File: src/rtl/hazard_pkg.sv
// rtl/hazard_pkg.sv - shared state encoding and constants for the hazard controller
package hazard_pkg;

  typedef enum logic [1:0] {
    RUN      = 2'd0,
    MEM_WAIT = 2'd1,
    ERROR    = 2'd2
  } state_e;

  localparam logic [4:0] REG_ZERO = 5'd0;

endpackage

File: src/rtl/hazard_wait_timer.sv
// rtl/hazard_wait_timer.sv - counts consecutive data-memory wait cycles and flags the timeout
module hazard_wait_timer
  import hazard_pkg::*;
#(
  parameter int TIMEOUT_W   = 8,
  parameter int MEM_TIMEOUT = 200
) (
  input  logic clk,
  input  logic rst,
  input  logic clr,
  input  logic en,
  output logic expired
);

  logic [TIMEOUT_W-1:0] cnt_q, cnt_d;

  always_comb begin
    cnt_d = cnt_q;
    if (clr) begin
      cnt_d = '0;
    end else if (en) begin
      cnt_d = cnt_q + TIMEOUT_W'(1);
    end
  end

  always_ff @(posedge clk or posedge rst) begin
    if (rst) begin
      cnt_q <= '0;
    end else begin
      cnt_q <= cnt_d;
    end
  end

  // The entry cycle loads 1, so reaching MEM_TIMEOUT-1 means MEM_TIMEOUT stalled cycles.
  assign expired = (cnt_q == TIMEOUT_W'(MEM_TIMEOUT - 1));

endmodule

File: src/rtl/hazard_ctrl.sv
// rtl/hazard_ctrl.sv - Mealy stall/flush sequencer for load-use, branch and memory-wait hazards
// Optional HAZARD_PERF_CNT_EN adds saturating STALL_CYCLES / FLUSH_EVENTS counters.
module hazard_ctrl #(
  parameter int REG_W       = 5,
  parameter int TIMEOUT_W   = 8,
  parameter int MEM_TIMEOUT = 200
) (
  input  logic             clk,
  input  logic             rst,
  input  logic [REG_W-1:0] ID_RS1,
  input  logic [REG_W-1:0] ID_RS2,
  input  logic [REG_W-1:0] EX_RD,
  input  logic             EX_MEM_READ,
  input  logic             EX_BRANCH_TAKEN,
  input  logic             MEM_REQ,
  input  logic             MEM_READY,
  output logic             PC_STALL,
  output logic             IF_ID_STALL,
  output logic             IF_ID_FLUSH,
  output logic             ID_EX_STALL,
  output logic             ID_EX_FLUSH,
  output logic             EX_MEM_STALL,
  output logic             MEM_WB_FLUSH,
  output logic             MEM_ERR,
  output logic [1:0]       STATE
`ifdef HAZARD_PERF_CNT_EN
  ,
  output logic [31:0]      STALL_CYCLES,
  output logic [31:0]      FLUSH_EVENTS
`endif
);
  import hazard_pkg::*;

  state_e state_q, state_d;
  logic   pend_branch_q, pend_branch_d;
  logic   mem_err_q, mem_err_d;
  logic   tmr_clr, tmr_en, tmr_expired;
  logic   lu;

  assign lu = EX_MEM_READ && (EX_RD != REG_W'(REG_ZERO)) &&
              ((EX_RD == ID_RS1) || (EX_RD == ID_RS2));

  hazard_wait_timer #(
    .TIMEOUT_W  (TIMEOUT_W),
    .MEM_TIMEOUT(MEM_TIMEOUT)
  ) u_wait_timer (
    .clk    (clk),
    .rst    (rst),
    .clr    (tmr_clr),
    .en     (tmr_en),
    .expired(tmr_expired)
  );

  always_comb begin
    state_d       = state_q;
    pend_branch_d = pend_branch_q;
    mem_err_d     = mem_err_q;
    tmr_clr       = 1'b0;
    tmr_en        = 1'b0;
    PC_STALL      = 1'b0;
    IF_ID_STALL   = 1'b0;
    IF_ID_FLUSH   = 1'b0;
    ID_EX_STALL   = 1'b0;
    ID_EX_FLUSH   = 1'b0;
    EX_MEM_STALL  = 1'b0;
    MEM_WB_FLUSH  = 1'b0;
    // Outputs are gated by rst so an asynchronous reset silences them in the same cycle.
    if (!rst) begin
      case (state_q)
        RUN: begin
          tmr_clr = 1'b1;
          if (MEM_REQ && !MEM_READY) begin
            {PC_STALL, IF_ID_STALL, ID_EX_STALL, EX_MEM_STALL, MEM_WB_FLUSH} = 5'b11111;
            state_d       = MEM_WAIT;
            pend_branch_d = EX_BRANCH_TAKEN;
            tmr_clr       = 1'b0;
            tmr_en        = 1'b1;
          end else if (EX_BRANCH_TAKEN) begin
            IF_ID_FLUSH = 1'b1;
            ID_EX_FLUSH = 1'b1;
          end else if (lu) begin
            PC_STALL    = 1'b1;
            IF_ID_STALL = 1'b1;
            ID_EX_FLUSH = 1'b1;
          end
        end
        MEM_WAIT: begin
          if (MEM_READY) begin
            IF_ID_FLUSH   = pend_branch_q || EX_BRANCH_TAKEN;
            ID_EX_FLUSH   = pend_branch_q || EX_BRANCH_TAKEN;
            state_d       = RUN;
            pend_branch_d = 1'b0;
            tmr_clr       = 1'b1;
          end else begin
            {PC_STALL, IF_ID_STALL, ID_EX_STALL, EX_MEM_STALL, MEM_WB_FLUSH} = 5'b11111;
            pend_branch_d = pend_branch_q || EX_BRANCH_TAKEN;
            if (tmr_expired) begin
              state_d   = ERROR;
              mem_err_d = 1'b1;
            end else begin
              tmr_en = 1'b1;
            end
          end
        end
        ERROR: begin
          {PC_STALL, IF_ID_STALL, ID_EX_STALL, EX_MEM_STALL} = 4'b1111;
        end
        default: begin
          state_d       = RUN;
          pend_branch_d = 1'b0;
          tmr_clr       = 1'b1;
        end
      endcase
    end
  end

  always_ff @(posedge clk or posedge rst) begin
    if (rst) begin
      state_q       <= RUN;
      pend_branch_q <= 1'b0;
      mem_err_q     <= 1'b0;
    end else begin
      state_q       <= state_d;
      pend_branch_q <= pend_branch_d;
      mem_err_q     <= mem_err_d;
    end
  end

  assign MEM_ERR = mem_err_q;
  assign STATE   = state_q;

`ifdef HAZARD_PERF_CNT_EN
  logic [31:0] stall_cycles_q, stall_cycles_d;
  logic [31:0] flush_events_q, flush_events_d;

  always_comb begin
    stall_cycles_d = stall_cycles_q;
    flush_events_d = flush_events_q;
    if (PC_STALL && (stall_cycles_q != 32'hFFFF_FFFF)) begin
      stall_cycles_d = stall_cycles_q + 32'd1;
    end
    if (IF_ID_FLUSH && (flush_events_q != 32'hFFFF_FFFF)) begin
      flush_events_d = flush_events_q + 32'd1;
    end
  end

  always_ff @(posedge clk or posedge rst) begin
    if (rst) begin
      stall_cycles_q <= 32'd0;
      flush_events_q <= 32'd0;
    end else begin
      stall_cycles_q <= stall_cycles_d;
      flush_events_q <= flush_events_d;
    end
  end

  assign STALL_CYCLES = stall_cycles_q;
  assign FLUSH_EVENTS = flush_events_q;
`endif

endmodule

File: config.mk
export PLATFORM = sky130hd
export DESIGN_NAME = hazard_ctrl
export DESIGN_NICKNAME = d
export VERILOG_FILES = /design/src/rtl/hazard_pkg.sv /design/src/rtl/hazard_wait_timer.sv /design/src/rtl/hazard_ctrl.sv
export SDC_FILE = /design/constraint.sdc
export NUM_CORES = 1
export LEC_CHECK = 0
export BUFFER_PORTS_ARGS = -buffer_cell sky130_fd_sc_hd__buf_2
export CORE_MARGIN = 3
export CORE_UTILIZATION = 35
export DETAILED_ROUTE_END_ITERATION = 8
export SLEW_MARGIN = 20
export SYNTH_ARGS = -nofsm -noshare
export SYNTH_HDL_FRONTEND = slang
export SYNTH_HIERARCHICAL = 1
export SYNTH_SLANG_ARGS = --single-unit
File: constraint.sdc
create_clock -name clk -period 5.6 [get_ports clk]
set_input_delay 0.28 -clock clk [delete_from_list [all_inputs] [get_ports clk]]
set_output_delay 0.28 -clock clk [all_outputs]
set_load 0.05 [all_outputs]
### Word-level counts from Yosys, hierarchy flattened

Index checks and enable logic that the tools add are counted.

| storage, ports and cells | value |
|---|---|
| output and inout port bits | 10 |
| bits in registers | 12 |
| input bits | 21 |
| word-level logic and storage cells | 64 |

| cells by class | value |
|---|---|
| mux-type cells | 37 |
| reductions and logical operators | 12 |
| equality and inequality tests | 7 |
| $add $sub $neg | 1 |
| bitwise gates (word level) | 3 |

Operators by type and width:

| kind | count |
|---|---|
| two-way mux 1 bit | 23 |
| two-way mux 8 bit | 2 |
| one-hot mux 1 bit (3 select lines) | 4 |
| equality test 5 bit | 2 |
| adder 8 x 1 -> 8 bit (second input constant) | 1 |
| equality test 8 bit (second input constant) | 1 |
| one-hot mux 1 bit (2 select lines) | 4 |
| AND reduction 4 bit | 2 |
| two-way mux 2 bit | 3 |
| one-hot mux 2 bit (3 select lines) | 1 |
| nonzero test 5 bit | 1 |
| logical AND 1 bit | 3 |
| inequality test 3 bit (second input constant) | 1 |
| inverter 1 bit | 3 |
| AND reduction 3 bit | 1 |
| equality test 2 x 1 -> 1 bit (second input constant) | 1 |
| equality test 2 bit (second input constant) | 1 |
| zero test 2 bit | 1 |
| logical OR 1 bit | 2 |
| inequality test 2 bit (second input constant) | 1 |
| nonzero test 2 bit | 1 |
| zero test 1 bit | 1 |

### Longest topological paths before layout

| depth | value |
|---|---|
| depth after elaboration | 8 |
| mapped depth | 9 |
| mapped depth without buffers | 8 |

### Cells and area by module

Netlist, hierarchy kept.

Modules (own cells, without submodules):

| module | area each (um^2) | cells each | seq. area each (um^2) | instances |
|---|---|---|---|---|
| hazard_ctrl | 441.7 | 55 | 100.1 | 1 |
| hazard_wait_timer | 406.6 | 40 | 200.2 | 1 |

### Worst setup path before layout

No wires, ideal clock.

| timing path | value |
|---|---|
| path kind | register to register |
| from | reg state_q[1] (netlist: STATE[1]) |
| to | reg u_wait_timer.cnt_q[6] |
| cell stages (with the launch flop) | 8 |
| clock period less this slack | 3562 ps |
| library setup time | 77 ps |
| data arrival time | 3485 ps |
| path buffers | 2 |
| setup slack | 2038 ps |
| required time | 5523 ps |
| cell sequence | dfrtp_1 > buf_4 > nor4_1 > and2_1 > buf_4 > o2111ai_2 > or3_1 > a21oi_1 |

| between the ends | value |
|---|---|
| longest elaborated chain between the ends | 4 |
| elaborated cells between the ends (all ways) | 9 |
| classes of those cells | eq/ne: 2; mux: 5; reduce/logical: 2 |

RTL lines:

| element | line | RTL |
|---|---|---|
| start: declaration | hazard_ctrl.sv:34 | `state_e state_q, state_d;` |
| start signal: assignment | hazard_ctrl.sv:123 | `state_q <= state_d;` |
| equality test 2 x 1 -> 1 bit / zero test 2 bit (equally long branches) | hazard_ctrl.sv:69 | `case (state_q)` |
| one-hot mux 1 bit (2 select lines) * | hazard_ctrl.sv:69 |  |
| two-way mux 1 bit * | hazard_ctrl.sv:68 | `if (!rst) begin` |
| named net tmr_en | hazard_ctrl.sv:37 | `logic tmr_clr, tmr_en, tmr_expired;` |
| nonzero test 2 bit (no line) * | -- |  |
| end signal: assignment | hazard_wait_timer.sv:30 | `cnt_q <= cnt_d;` |
| end: declaration | hazard_wait_timer.sv:15 | `logic [TIMEOUT_W-1:0] cnt_q, cnt_d;` |

Mark *: on every way through the listed nets, which the timed path passes. The rest lies on a longest branch.
A chain may end at the register's enable or synchronous reset.

### Worst setup path after layout

| timing path | value |
|---|---|
| from | in rst |
| to | out PC_STALL |

| between the ends | value |
|---|---|
| longest elaborated chain between the ends | 1 |

RTL lines:

| element | line | RTL |
|---|---|---|
| start: declaration | hazard_ctrl.sv:9 | `input logic rst,` |
| two-way mux 1 bit | hazard_ctrl.sv:68 |  |
| end: declaration | hazard_ctrl.sv:17 | `output logic PC_STALL,` |

No other way between the ends.

==> results.md <==
- Clk network pwr share: 29.1%
- Most frequent cells in the layout: buf_2, xor2_1, dfrtp_1
- Multi-input gate area: 477 um2
- Sequential-to-total area share from yosys stat: 35.4%
- Ant diodes: 0
- TritonRoute pass-1 iters: 3
- DR iter-0 viols: 7
- Initial Util: 37.6%
- Routed len/inst: 11.8 um
- Global route overflow: 0
- Vias in the first global route: 801
- Commonest non-fill, non-tap cell in the layout: buf_2
- Largest net degree at the start of global routing: 12
- CP cell instances: dlygate4sd3_1 > buf_2 > nor4b_1 > o21ai_0 > o31ai_1 > buf_2
- Slowest stage cell, crit path: dlygate4sd3_1
- YS warnings: 6
- Io pins: 31
- Worst EP arrival: 1.98 ns
- Pwr Density: 234 nW/um2
- Hpwl dp: 1410 um
- Critical path class: primary input to output port
- Vias/cell: 5.10
- Pleak: 0.500 nW
- Internal power: 0.157 mW
- CTS Hold Bufs: 1
- Mean Syn Cell Area: 8.93 um2
- Tot GR Track Use: 12.7%
- Post-route setup TNS: 0 ns
- # DRC: 0
- Post-synthesis register bit count: 12
- Crit. End Element: output port
- Clock slew at reported path FFs: 0.08 ns
- Post-CTS setup buffer count: 0
- Non-Filler Instances: 151
- Worst VDD drop: 0.149 mV
- Vias: 770
- Cts repair resizes: 0
- Die W: 55.2 um
- Net Sw Frac: 34.4%
- Slew Limit Fails: 0
- FILL cells: 246
- Worst Path Required: 5.32 ns
- CP dominant cell by count: buf_2
- CORE AREA: 2250 um2
- Peak per-stage delay on the critical path: 0.52 ns
- Fin crit share: 40.4%
- TritonCTS buffer count: 3
- Antenna Nets Post-Route: 0
- # port buffers: 30
- Yosys cell types: 31
- Nets@finish: 146
- NetSw: 0.0823 mW
- Final setup violation count: 0
- Sequential share of power: 42.1%
- Synthesis-to-finish area growth: 20.6%
- Comb power frac: 28.8%
- Outcome: finished, final reports clean
- Fraction of layout cells with a size suffix above 1: 30.9%
- WL final: 1790 um
- Skew-Pair Late Insertion Delay: 0.27 ns
- Worst-path fanout max: 10
- Final RePlAce weighted congestion: 0.803
- RSZ-0062 raised after global routing: no
- Root cell of the clock tree: clkbuf_4
- Max frequency: 442 MHz
- Post-Synthesis Cells: 95
- Rows: 17
- # placed instances: 146
- Synthesized cell area: 848 um2
- Clock Skew: 0.00179 ns
- Initial antenna violation count: 0
- Global-route wire length before repair: 3260 um
- Hold Violations, Final: 0
- Clock sink count: 12
- Die span in y: 55.2 um
- Die area: 3050 um2
- Final design utilization: 45.4%
- Min Clock Period, post-route: 2.26 ns
- Slew headroom: 60.2%
- Slew @ Worst Pin: 0.594 ns
- Sequential cell area: 300 um2
- Placed Area: 977 um2
- Worst hold path class: primary input to flop
- Synthesized Nets: 117
- Max Cap Viol: 0
- CTS Buffer Depth: 2
- CTS tree: yes
- Post-route cell area: 1020 um2
- H-tree depth: 1
- Startpoint Class: primary input
==> cell usage after synthesis, drive strengths merged <==
library cell	instances	share of area (%)
o31ai	2	1.8
a21o	3	2.7
nand4	3	2.2
o21ai	7	4.1
inv	4	1.8
dfrtp	12	35
nor2	9	4.0
clkbuf	1	0.44
nand3b	1	0.89
buf	6	6.2
a22oi	1	0.89
a21oi	4	2.4
or4	1	0.89
nor4	3	2.2
xor2	13	13
and2	1	0.74
xnor2	1	1.0
or4b	1	1.6
nand2	6	2.7
o2111ai	1	1.8
ha	1	1.5
nor3	4	2.4
a22o	1	1.0
or2b	1	1.0
nor4b	1	1.0
or2	1	0.74
a2bb2oi	1	1.0
or3	3	2.2
o21bai	1	0.89
mux2i	1	1.2
==> worst max-delay path: cells and delay by family <==
kind | cells | cell delay, ns
AND/OR/NAND/NOR | 1 | 0.27
buffers and inverters | 3 | 1.00
AO/OA/AOI/OAI | 2 | 0.43
==> worst paths after layout <==
kind,endpoint,slack [ns],from,cells after the start
setup / recovery,PC_STALL,3.34,rst,6
hold / removal,pend_branch_q,0.29,EX_BRANCH_TAKEN,2
setup reg to reg,u_wait_timer/cnt_q[5],3.48,STATE[0],6
hold reg to reg,MEM_ERR,0.47,MEM_ERR,1
max in group asynchronous,u_wait_timer/cnt_q[1],4.80,rst,3
min in group asynchronous,STATE[1],0.52,rst,3
==> state kept, by name, summed over array words and instances, names as in the netlist <==
name and cells:
STATE 2, MEM_ERR 1, u_wait_timer/cnt_q 8, pend_branch_q 1
==> layout make-up <==
class,instances,share of cell area [%]
clock buffers,4,3.55
inverters,4,1.47
multi-input cells,72,46.6
flip-flops and latches,12,29.3
well taps,28,3.42
repair buffers,31,15.6
==> power by group through the flow <==
stage          Sequential [mW]  Clock [mW]  Combinational [mW]
2_1_floorplan            0.105           0              0.0506
3_5_place_dp             0.102           0              0.0691
5_1_grt                  0.102      0.0765              0.0761
3_3_place_gp             0.102           0              0.0682
6_report                 0.101      0.0696              0.0690
4_1_cts                  0.100      0.0726              0.0698
==> metrics by stage <==
stage | hold slack [ns] | power, mW | worst slack [ns]
floorplan | 0.0957 | 0.155 | 2.04
global placement | 0.276 | 0.170 | 3.53
detailed placement | 0.271 | 0.171 | 3.52
CTS | 0.274 | 0.243 | 3.32
global route | 0.286 | 0.255 | 3.16
finish | 0.290 | 0.239 | 3.34
==> logic make-up after synthesis <==
group | count (synthesis) | synth area share (%)
buffers and inverters | 11 | 8.41
muxes | 1 | 1.18
DFF | 12 | 35.4
and+or+nand+nor | 35 | 22.6
xor gates and xnor gates | 14 | 14.5
adders and majority gates | 1 | 1.47
AOI/OAI and AO/OA | 21 | 16.5
==> per-layer routing <==
metal	up-vias	GRT usage [%]	share of wire, %
li1	393	-	-
met1	353	16.6	47
met2	24	21.1	47
met3	0	1.64	5.8
met4	0	5.21	0
met5	-	0	0
(Power assumes the default switching activity.)
